File: config.mk
export PLATFORM = sky130hd
export DESIGN_NAME = branch_resolve_unit
export DESIGN_NICKNAME = d
export VERILOG_FILES = /design/src/rtl/bp_pkg.sv /design/src/rtl/sat_counter2.sv /design/src/rtl/branch_resolve_unit.sv
export SDC_FILE = /design/constraint.sdc
export NUM_CORES = 1
export LEC_CHECK = 0
export ABC_AREA = 1
export CORE_UTILIZATION = 45
export DETAILED_ROUTE_END_ITERATION = 8
export GPL_ROUTABILITY_DRIVEN = 1
export GPL_TIMING_DRIVEN = 0
export PLACE_DENSITY = 0.8
export REMOVE_ABC_BUFFERS = 1
export SYNTH_ARGS = -nofsm -noshare
export SYNTH_HDL_FRONTEND = slang
export SYNTH_HIERARCHICAL = 1
export SYNTH_SLANG_ARGS = --single-unit
File: constraint.sdc
create_clock -name clk -period 4.7 [get_ports clk]
set_input_delay 0.705 -clock clk [delete_from_list [all_inputs] [get_ports clk]]
set_output_delay 0.705 -clock clk [all_outputs]
set_load 0.01 [all_outputs]
File: src/rtl/bp_pkg.sv
// rtl/bp_pkg.sv - shared branch-predictor types, widths and PC slicing helpers
package bp_pkg;

  localparam int PC_W       = 32;
  localparam int BTB_ROWS   = 16;
  localparam int INDEX_BITS = $clog2(BTB_ROWS);
  localparam int TAG_W      = PC_W - INDEX_BITS - 2;

  typedef enum logic [1:0] {
    CTR_SN = 2'b00,
    CTR_WN = 2'b01,
    CTR_WT = 2'b10,
    CTR_ST = 2'b11
  } ctr_e;

  typedef struct packed {
    logic                  valid;
    logic [INDEX_BITS-1:0] index;
    logic [TAG_W-1:0]      tag;
    logic [PC_W-1:0]       target;
    ctr_e                  pred;
    logic                  jump;
  } btb_update_t;

  // Word-aligned PCs: bits [1:0] never take part in indexing or tagging.
  function automatic logic [PC_W-1:0] bp_index(input logic [PC_W-1:0] pc, input int unsigned ib);
    return (pc >> 2) & ((PC_W'(1) << ib) - PC_W'(1));
  endfunction

  function automatic logic [PC_W-1:0] bp_tag(input logic [PC_W-1:0] pc, input int unsigned ib);
    return pc >> (ib + 2);
  endfunction

endpackage

File: src/rtl/sat_counter2.sv
// rtl/sat_counter2.sv - next state of the 2-bit saturating direction counter
module sat_counter2
  import bp_pkg::*;
(
  input  logic [1:0] old_ctr_i,
  input  logic       taken_i,
  input  logic       hit_i,
  input  logic       jump_i,
  output ctr_e       new_ctr_o
);

  always_comb begin
    new_ctr_o = ctr_e'(old_ctr_i);
    if (jump_i) begin
      new_ctr_o = CTR_ST;
    end else if (!hit_i) begin
      // Fresh allocations start weakly taken so one not-taken flips them.
      new_ctr_o = CTR_WT;
    end else if (taken_i) begin
      if (old_ctr_i != 2'b11) new_ctr_o = ctr_e'(old_ctr_i + 2'b01);
    end else begin
      if (old_ctr_i != 2'b00) new_ctr_o = ctr_e'(old_ctr_i - 2'b01);
    end
  end

endmodule

File: src/rtl/branch_resolve_unit.sv
// rtl/branch_resolve_unit.sv - resolves branches in EX, issues flush/redirect and BTB updates
module branch_resolve_unit
  import bp_pkg::*;
#(
  parameter int DATA_WIDTH = 32,
  parameter int BTB_ROWS   = 16,
  parameter int INDEX_BITS = $clog2(BTB_ROWS),
  parameter int PERF_WIDTH = 32
) (
  input  logic                             clk,
  input  logic                             rst,
  input  logic                             ex_valid,
  input  logic                             ex_stall,
  input  logic                             ex_is_branch,
  input  logic                             ex_is_jump,
  input  logic [DATA_WIDTH-1:0]            ex_pc,
  input  logic                             ex_pred_taken,
  input  logic [DATA_WIDTH-1:0]            ex_pred_target,
  input  logic                             ex_btb_hit,
  input  logic [1:0]                       ex_old_ctr,
  input  logic                             ex_actual_taken,
  input  logic [DATA_WIDTH-1:0]            ex_actual_target,
  output logic                             flush,
  output logic [DATA_WIDTH-1:0]            redirect_pc,
  output logic                             upd_valid,
  output logic [INDEX_BITS-1:0]            upd_index,
  output logic [DATA_WIDTH-INDEX_BITS-3:0] upd_tag,
  output logic [DATA_WIDTH-1:0]            upd_target,
  output logic [1:0]                       upd_pred,
  output logic                             upd_type,
  output logic [PERF_WIDTH-1:0]            perf_branches,
  output logic [PERF_WIDTH-1:0]            perf_mispredicts
);

  localparam int TW = DATA_WIDTH - INDEX_BITS - 2;

  logic                  flush_q, flush_d;
  logic [DATA_WIDTH-1:0] redirect_q, redirect_d;
  logic                  upd_valid_q, upd_valid_d;
  logic [INDEX_BITS-1:0] upd_index_q, upd_index_d;
  logic [TW-1:0]         upd_tag_q, upd_tag_d;
  logic [DATA_WIDTH-1:0] upd_target_q, upd_target_d;
  logic [1:0]            upd_pred_q, upd_pred_d;
  logic                  upd_type_q, upd_type_d;
  logic [PERF_WIDTH-1:0] perf_br_q, perf_br_d;
  logic [PERF_WIDTH-1:0] perf_mp_q, perf_mp_d;

  logic accept, mispredict, needs_update;
  ctr_e new_ctr;

  sat_counter2 u_ctr (
    .old_ctr_i (ex_old_ctr),
    .taken_i   (ex_actual_taken),
    .hit_i     (ex_btb_hit),
    .jump_i    (ex_is_jump),
    .new_ctr_o (new_ctr)
  );

  always_comb begin
    // flush_q marks the current EX slot as wrong-path, so it is never consumed.
    accept       = ex_valid & ~ex_stall & ~flush_q & (ex_is_branch | ex_is_jump);
    mispredict   = (ex_pred_taken != ex_actual_taken) |
                   (ex_pred_taken & ex_actual_taken & (ex_pred_target != ex_actual_target));
    needs_update = ex_is_jump | ex_btb_hit | ex_actual_taken;

    flush_d      = accept & mispredict;
    redirect_d   = '0;
    if (flush_d) redirect_d = ex_actual_taken ? ex_actual_target : ex_pc + DATA_WIDTH'(4);

    upd_valid_d  = accept & needs_update;
    upd_index_d  = '0;
    upd_tag_d    = '0;
    upd_target_d = '0;
    upd_pred_d   = '0;
    upd_type_d   = 1'b0;
    if (upd_valid_d) begin
      upd_index_d  = INDEX_BITS'(bp_index(PC_W'(ex_pc), INDEX_BITS));
      upd_tag_d    = TW'(bp_tag(PC_W'(ex_pc), INDEX_BITS));
      upd_target_d = ex_actual_target;
      upd_pred_d   = new_ctr;
      upd_type_d   = ex_is_jump;
    end

    perf_br_d = perf_br_q + PERF_WIDTH'(accept);
    perf_mp_d = perf_mp_q + PERF_WIDTH'(flush_d);
  end

  always_ff @(posedge clk or negedge rst) begin
    if (!rst) begin
      flush_q      <= 1'b0;
      redirect_q   <= '0;
      upd_valid_q  <= 1'b0;
      upd_index_q  <= '0;
      upd_tag_q    <= '0;
      upd_target_q <= '0;
      upd_pred_q   <= '0;
      upd_type_q   <= 1'b0;
      perf_br_q    <= '0;
      perf_mp_q    <= '0;
    end else begin
      flush_q      <= flush_d;
      redirect_q   <= redirect_d;
      upd_valid_q  <= upd_valid_d;
      upd_index_q  <= upd_index_d;
      upd_tag_q    <= upd_tag_d;
      upd_target_q <= upd_target_d;
      upd_pred_q   <= upd_pred_d;
      upd_type_q   <= upd_type_d;
      perf_br_q    <= perf_br_d;
      perf_mp_q    <= perf_mp_d;
    end
  end

  assign flush            = flush_q;
  assign redirect_pc      = redirect_q;
  assign upd_valid        = upd_valid_q;
  assign upd_index        = upd_index_q;
  assign upd_tag          = upd_tag_q;
  assign upd_target       = upd_target_q;
  assign upd_pred         = upd_pred_q;
  assign upd_type         = upd_type_q;
  assign perf_branches    = perf_br_q;
  assign perf_mispredicts = perf_mp_q;

endmodule
==> key figures, run 1 <==
Run status
  – Outcome: complete, no violations

Setup path
  – Critical Path End Type: flop
  – CP max FO: 17
  – Crit path kind: input port to flop
  – CP Launch Type: input port
  – WP data required: roughly 5.0 ns
  – Crit path DAT: 4.27 ns

CTS
  – Skew-Pair Late Insertion Delay: 0.42 ns
  – Clock root buffer: clkbuf_16
  – PostCTS Resize Cnt: 0
  – Hold_buf cts: 0
  – Clock Sinks: 163
  – Htree depth: 4
  – Total clock buffers created by CTS: 17
  – Setup bufs post-CTS: 0
  – CTS max path bufs: 2
  – Reg clk slew, reported paths: 0.06 ns
  – CTS tree: yes

Worst hold path
  – Hold Path Class: input port to async pin

Timing
  – RSZ-0062 raised after global routing: false
  – Worst Clk Skew: around 0.0064 ns
  – Fmax: around 0.25 GHz
  – Slew HR: 0.370
  – Min cycle time layout: 3.97 ns
  – Final hold vios: 0
  – Period utilisation layout: 0.844
  – # setup viols final: 0
  – Worst-margin pin slew: 0.944 ns
  – Fin. max-slew vios: 0

Drt
  – Drt initial violations: 310
  – DR vias/cell: 4.90
  – TritonRoute pass-1 iters: 6
  – DR vias: 6933
  – DRC violations left: 0
  – WL/cell: between 15 and 20 um
  – Final wirelength: between 20000 and 25000 um
  – Final ANT Viol Nets: 0

Power
  – Leakage: ~5.5 nW
  – Overall power: 3.54 mW
  – VDD IR max: roughly 0.00025 V
  – PwrDens: just over 300 nW/um^2

Floorplan
  – Die footprint: approximately 18000 um^2
  – Core Area: 16800 um^2
  – Die W: approximately 130 um
  – Die Height: 134 um
  – Starting density of the core: 0.465
  – I/O pin total: between 200 and 300
  – Placement Rows: 47

Place
  – DPL Wire Length: 16700 um
  – Port Buffers: 269
  – GP Congestion: 0.890
  – Placed cell area: about 11000 um^2

Synth
  – Syn Area/Cell: 8.59 um^2
  – Compound-cell area share of the yosys netlist: 0.0323
  – Mapped Cells: 906
  – Synth unique cells: 33
  – Synth Area in Adders: 0.00964
  – Synthesized area: 7790 um^2
  – #FFs+latches synth: 163
  – Post-Synth Simple-Gate Area: 0.267
  – Register area share after synthesis: 0.524
  – Post-synthesis mux area share: 0
  – Post-Synth XOR/XNOR Area: 0.103
  – YS warnings: 6
  – Combinational family with the most area after synthesis: simple AND/OR/NAND/NOR gates

Finish
  – NumNets Final: 1295
  – Share of cells above drive strength 1: 0.0653
  – Design area: 11400 um^2
  – Synth-to-Final Area Change: 46.7%
  – Antenna cells: 0

Global routing
  – Largest net degree at the start of global routing: 88
  – Gr usage total: 0.257
  – Global route overflow: 0
  – Initial antenna violation count: 0
  – Global-route wire length before repair: about 35000 um
  – Vias in the first global route: 6996

Flow run
  – Max Cap Viol: 0
[state kept, by name, indices dropped and copies added (netlist names)]
register,flops
perf_branches,32
upd_type,1
upd_valid,1
upd_index,4
upd_tag,26
flush,1
perf_mispredicts,32
redirect_pc,32
upd_target,32
upd_pred,2
[synthesized netlist by cell type]
| cell | n | area, um^2 |
|---|---|---|
| clkbuf_1 | 9 | 33.8 |
| nand3_4 | 1 | 17.5 |
| a2bb2oi_1 | 1 | 8.76 |
| and3_1 | 1 | 6.26 |
| dfrtp_1 | 163 | 4080 |
| nor2_1 | 169 | 634 |
| a211oi_1 | 1 | 7.51 |
| buf_2 | 8 | 40.0 |
| a21oi_1 | 4 | 20.0 |
| nor3_1 | 24 | 120 |
| a31oi_1 | 1 | 6.26 |
| nand3_2 | 5 | 50.1 |
| xor2_1 | 45 | 394 |
| nor3b_1 | 2 | 15.0 |
| nor3_2 | 3 | 30.0 |
| o22ai_1 | 3 | 18.8 |
| nor2_2 | 9 | 56.3 |
| nand2_1 | 197 | 739 |
| xnor2_1 | 47 | 412 |
| nand2_2 | 3 | 18.8 |
| o31ai_1 | 1 | 7.51 |
| nor3_4 | 1 | 16.3 |
| o21ai_1 | 3 | 15.0 |
| a22oi_1 | 3 | 22.5 |
| inv_2 | 5 | 18.8 |
| inv_1 | 107 | 402 |
| o21ai_0 | 29 | 145 |
| nor2_4 | 8 | 90.1 |
| ha_1 | 6 | 75.1 |
| nand3_1 | 22 | 110 |
| nand2_4 | 4 | 45.0 |
| nand4_1 | 16 | 100 |
| nor4_1 | 5 | 31.3 |
[cell usage in the layout (no fill, tap or decap), drive strengths merged]
| cell | count |
|---|---|
| clkdlybuf4s50 | 267 |
| nand2 | 204 |
| nor2 | 186 |
| dfrtp | 163 |
| inv | 115 |
| xnor2 | 47 |
| xor2 | 45 |
| o21ai | 32 |
| nor3 | 28 |
| nand3 | 28 |
| clkbuf | 21 |
| nand4 | 16 |
| buf | 7 |
| ha | 6 |
| nor4 | 5 |
| a21oi | 4 |
| clkinv | 4 |
| o22ai | 3 |
| a22oi | 3 |
| bufinv | 3 |
| nor3b | 2 |
| a31oi | 1 |
| a2bb2oi | 1 |
| a211oi | 1 |
| and3 | 1 |
| o31ai | 1 |
| clkinvlp | 1 |
[path summary, 6_finish.rpt]
check,startpoint,end,slack (ns),depth (start not counted)
setup / recovery,ex_actual_target[28],perf_mispredicts[28],0.73,22
hold / removal,rst,perf_branches[15],0.24,1
setup reg to reg,flush,perf_mispredicts[28],1.31,14
hold reg to reg,perf_branches[31],perf_branches[31],0.47,1
max in group asynchronous,rst,upd_tag[13],3.63,2
min in group clk,perf_branches[31],perf_branches[31],0.47,1
[worst max-delay path, stage by stage]
cell and delay, ns:
clkdlybuf4s50_1 0.52, inv_1 0.07, nand2_1 0.06, nand2_1 0.04
nand2_1 0.07, nor2_1 0.06, nand2_1 0.10, nor2_1 0.09
nand2_1 0.07, nand2_1 0.04, nand2_1 0.05, nand2_1 0.42
buf_16 0.35, inv_1 0.08, ha_1 0.18, ha_1 0.19
nand2_1 0.10, nor2_2 0.22, nand3_4 0.13, nor3_4 0.35
nand4_1 0.18, xnor2_1 0.16
[metal layers]
metal	vias up	GRT usage	part of all wire
met2	272	0.450	0.50
li1	3366	-	-
met1	3266	0.299	0.40
met5	-	0	0
met3	29	0.0868	0.083
met4	0	0.0732	0.016
[where the power goes]
part	total (mW)	switching, mW	internal (mW)
Combinational	0.557	0.271	0.286
Clock	1.45	0.564	0.882
Sequential	1.54	0.0614	1.48
Total	3.54	0.896	2.65
[cells by family (layout without fill, tap and decap cells)]
family / after synthesis / in the layout
xor gates and xnor gates: 92 / 92
adders and majority gates: 6 / 6
and+or+nand+nor: 470 / 470
DFF: 163 / 163
AOI/OAI and AO/OA: 46 / 46
buffers and inverters: 129 / 418
[final cells by class]
type                            count  area [um^2]
Sequential cell                   163         4080
Multi-Input combinational cell    614         3230
Timing Repair Buffer              274         2810
Inverter                          112          420
Tap cell                          220          275
Fill cell                        1350         5340
Clock inverter                     11          148
Clock buffer                       21          470
[stage by stage]
stage,hold WS [ns],worst slack (ns),TNS (ns),instances,utilization
3_5_place_dp,0.461,0.0369,0,1382,0.643
5_1_grt,0.279,0.367,0,1415,0.682
2_1_floorplan,0.409,0.0380,0,889,-
3_3_place_gp,0.457,-5.23,-901.61,1378,0.637
6_report,0.241,0.733,0,1415,0.682
4_1_cts,0.274,0.465,0,1414,0.680
Power figures use the tool's default switching activity.
==> run 2: changes to the inputs <==
--- a/config.mk
+++ b/config.mk
@@ -6,11 +6,11 @@
 export NUM_CORES = 1
 export LEC_CHECK = 0
 export ABC_AREA = 1
-export CORE_UTILIZATION = 45
+export CORE_UTILIZATION = 41
 export DETAILED_ROUTE_END_ITERATION = 8
 export GPL_ROUTABILITY_DRIVEN = 1
 export GPL_TIMING_DRIVEN = 0
-export PLACE_DENSITY = 0.8
+export PLACE_DENSITY = 0.77
 export REMOVE_ABC_BUFFERS = 1
 export SYNTH_ARGS = -nofsm -noshare
 export SYNTH_HDL_FRONTEND = slang
==> constraint.sdc (replaced) <==
create_clock -name clk -period 3.4 [get_ports clk]
set_input_delay 0.51 -clock clk [delete_from_list [all_inputs] [get_ports clk]]
set_output_delay 0.51 -clock clk [all_outputs]
set_load 0.01 [all_outputs]
==> key figures, run 2 (synthesized netlist as in run 1, its figures left out) <==
Timing
  – Period utilisation layout: 0.904
  – Slew HR: 0.339 (-0.0312)
  – Worst Clk Skew: 0.0140 ns (+0.00761 ns)
  – Min cycle time layout: between 3 and 4 ns
  – Fmax: roughly 0.33 GHz
  – Hold slack final: 0.0778 ns (-0.163 ns)
  – Final hold vios: 0 (unchanged)
  – Fin. max-slew vios: 0 (unchanged)
  – RSZ-0062 raised after global routing: false
  – Worst-margin pin slew: 0.990 ns (+0.0467 ns)
  – Worst setup margin: 0.325 ns (-0.408 ns)
  – Setup TNS: 0 ns (unchanged)
  – # setup viols final: 0 (unchanged)

Drt
  – WL/cell: 15.9 um (+2.9%)
  – Drt initial violations: 303 (-2.3%)
  – DR vias: 6941 (+0.12%)
  – DRC violations left: 0 (unchanged)
  – Final wirelength: 22800 um (+4.2%)
  – TritonRoute pass-1 iters: 6 (unchanged)
  – Final ANT Viol Nets: 0 (unchanged)
  – DR vias/cell: 4.85 (-1.1%)

Place
  – Port Buffers: 269 (unchanged)
  – Placed cell area: 10800 um^2 (+0.28%)
  – GP Congestion: 0.917 (+3.0%)
  – Pre-CTS setup slack: -1.12 ns (-1.16 ns)
  – Placed insts: 1396 (+1.0%)
  – DPL Wire Length: 16900 um (+1.4%)

Run status
  – Outcome: complete, no violations

CTS
  – Clock root buffer: clkbuf_16
  – CTS max path bufs: 2 (unchanged)
  – Htree depth: 4 (unchanged)
  – CTS tree: yes
  – Skew-Pair Late Insertion Delay: 0.43 ns (about the same)
  – Clock Sinks: 163 (unchanged)
  – Total clock buffers created by CTS: 17 (unchanged)
  – Reg clk slew, reported paths: 0.06 ns (about the same)
  – Hold_buf cts: 0 (unchanged)

Finish
  – NumNets Final: 1298 (+0.23%)
  – Synth-to-Final Area Change: 47.6%
  – Commonest non-fill, non-tap cell in the layout: clkdlybuf4s50_1
  – Fin cells: 1432 (+1.2%)
  – Share of cells above drive strength 1: 0.0718 (+0.00651)
  – Most frequent cells in the layout: 267 x clkdlybuf4s50_1, 195 x nand2_1, 169 x nor2_1, 163 x dfrtp_1, 106 x inv_1
  – Design area: 11500 um^2 (+0.59%)
  – Fin util: 0.616 (-0.0652)
  – Antenna cells: 0 (unchanged)

Setup path
  – Crit path DAT: 3.38 ns (-0.89 ns)
  – Critical path's most frequent cell: nand2_1
  – CP Launch Type: input port
  – Critical-path top delay cell: clkdlybuf4s50_1
  – Worst-path cell chain: clkdlybuf4s50_1 > inv_1 > nand2_1 > nand2_1 > nand2_1 > nor2_1 > nand2_1 > nor2_1 > nand2_1 > nand2_1 > nand2_4 > nand2_8 > inv_2 > ha_1 > ha_2 > nand2_1 > nor2_4 > nand3_4 > nor3_4 > buf_12 > nand4_1 > xnor2_1
  – CP max FO: 7 (-10)
  – R2r setup slk: 0.57 ns (-0.74 ns)
  – Critical Path End Type: flop
  – Crit path kind: input port to flop
  – CP max stage delay: 0.52 ns (about the same)
  – WP data required: 3.70 ns (-1.30 ns)

Global routing
  – Global route overflow: 0 (unchanged)
  – Initial antenna violation count: 0 (unchanged)
  – Vias in the first global route: 6794 (-2.9%)
  – Gr usage total: 0.235 (-0.0220)
  – Global-route wire length before repair: 35300 um (+0.24%)
  – Largest net degree at the start of global routing: 87 (-1.1%)

Power
  – Leakage: 5.51 nW (+0.12%)
  – PwrDens: 427 nW/um^2 (+38%)
  – VDD IR max: 0.000341 V (+36%)
  – Net Sw Frac: 0.273 (+0.0200)
  – Psw: 1.34 mW (+49%)
  – Internal power: 3.57 mW (+35%)
  – Clock Power Share: 0.407 (about the same)
  – Overall power: 4.91 mW (+39%)
  – Share of power burned in registers: 0.433 (-0.002)
  – Comb power frac: 0.160 (+0.003)

Floorplan
  – Core Area: 18600 um^2 (+11%)
  – Die Height: 140 um (+4.7%)
  – Starting density of the core: 0.418 (-0.0469)
  – Placement Rows: 50 (+6.4%)
  – I/O pin total: 270 (unchanged)
  – Die footprint: 19500 um^2 (+9.6%)
  – Die W: 140 um (+4.7%)

Flow run
  – Max Cap Viol: 0 (unchanged)

Worst hold path
  – Hold Path Class: input port to async pin
-- run 2: changes by cell type in the layout (fill, tap and decap cells not counted), moves of 2 or more --
| cell | previous run | this run |
|---|---|---|
| inv_8 | 0 | 3 |
| nand2_1 | 197 | 195 |
| clkinv_2 | 3 | 1 |
| clkbuf_8 | 3 | 1 |
| buf_4 | 0 | 2 |
| nand2_4 | 4 | 6 |
-- run 2: area by class of cell --
type | count | area, um^2
clock buffers | 18 | 439
repair buffers | 276 | 2830
flip-flops and latches | 163 | 4080
inverters | 112 | 420
well taps | 234 | 293
clock inverters | 14 | 166
multi-input cells | 615 | 3270
fillers | 1609 | 7150
-- run 2: what timing repair did --
action                                  4_1_cts  5_1_grt
endpoints found under the setup margin       28       12
pin swaps                                     1        3
cloned                                        0        1
gates resized for setup                       2        6
buffers inserted                              1        2
-- run 2: path summary, 6_finish.rpt --
check                                           from                   end  cells past startpoint
worst max-delay path            ex_actual_target[28]  perf_mispredicts[28]                     22
worst min register to register     perf_branches[31]     perf_branches[31]                      1
min in group clk                   perf_branches[31]     perf_branches[31]                      1
worst min-delay path                             rst  perf_mispredicts[29]                      1
max in group asynchronous                        rst            upd_tag[7]                      2
worst max register to register                 flush     perf_branches[30]                     11
-- run 2: power groups by stage --
stage | Clock, mW | Sequential [mW] | Combinational [mW]
final | 2.00 | 2.13 | 0.785
after global routing | 2.11 | 2.14 | 0.852
after CTS | 2.03 | 2.13 | 0.780
after detailed placement | 0 | 2.16 | 0.775
after global placement | 0 | 2.16 | 0.759
after floorplan | 0 | 2.21 | 0.217
-- run 2: routing by layer --
| layer | up-vias | part of all wire | track usage |
|---|---|---|---|
| met5 | - | 0 | 0 |
| met4 | 0 | 0.033 | 0.0989 |
| met1 | 3245 | 0.41 | 0.278 |
| li1 | 3366 | - | - |
| met2 | 275 | 0.48 | 0.393 |
| met3 | 55 | 0.075 | 0.0767 |
-- run 2: critical path, delay by kind of cell --
family | cells | cell delay (ns)
buffers and inverters | 4 | 0.81
adder cells (fa/ha/maj) | 2 | 0.38
AND/OR/NAND/NOR | 15 | 1.51
XOR/XNOR | 1 | 0.16
==> run 3: changes to the inputs <==
--- a/config.mk
+++ b/config.mk
@@ -6,7 +6,9 @@
 export NUM_CORES = 1
 export LEC_CHECK = 0
 export ABC_AREA = 1
+export ABC_CLOCK_PERIOD_IN_PS = 3400
 export CORE_UTILIZATION = 41
+export CTS_CLUSTER_SIZE = 24
 export DETAILED_ROUTE_END_ITERATION = 8
 export GPL_ROUTABILITY_DRIVEN = 1
 export GPL_TIMING_DRIVEN = 0
@@ -16,3 +18,4 @@
 export SYNTH_HDL_FRONTEND = slang
 export SYNTH_HIERARCHICAL = 1
 export SYNTH_SLANG_ARGS = --single-unit
+export TNS_END_PERCENT = 5
==> results of run 3 <==
No change in the layout: final DEF, timing and power equal those of run 2.
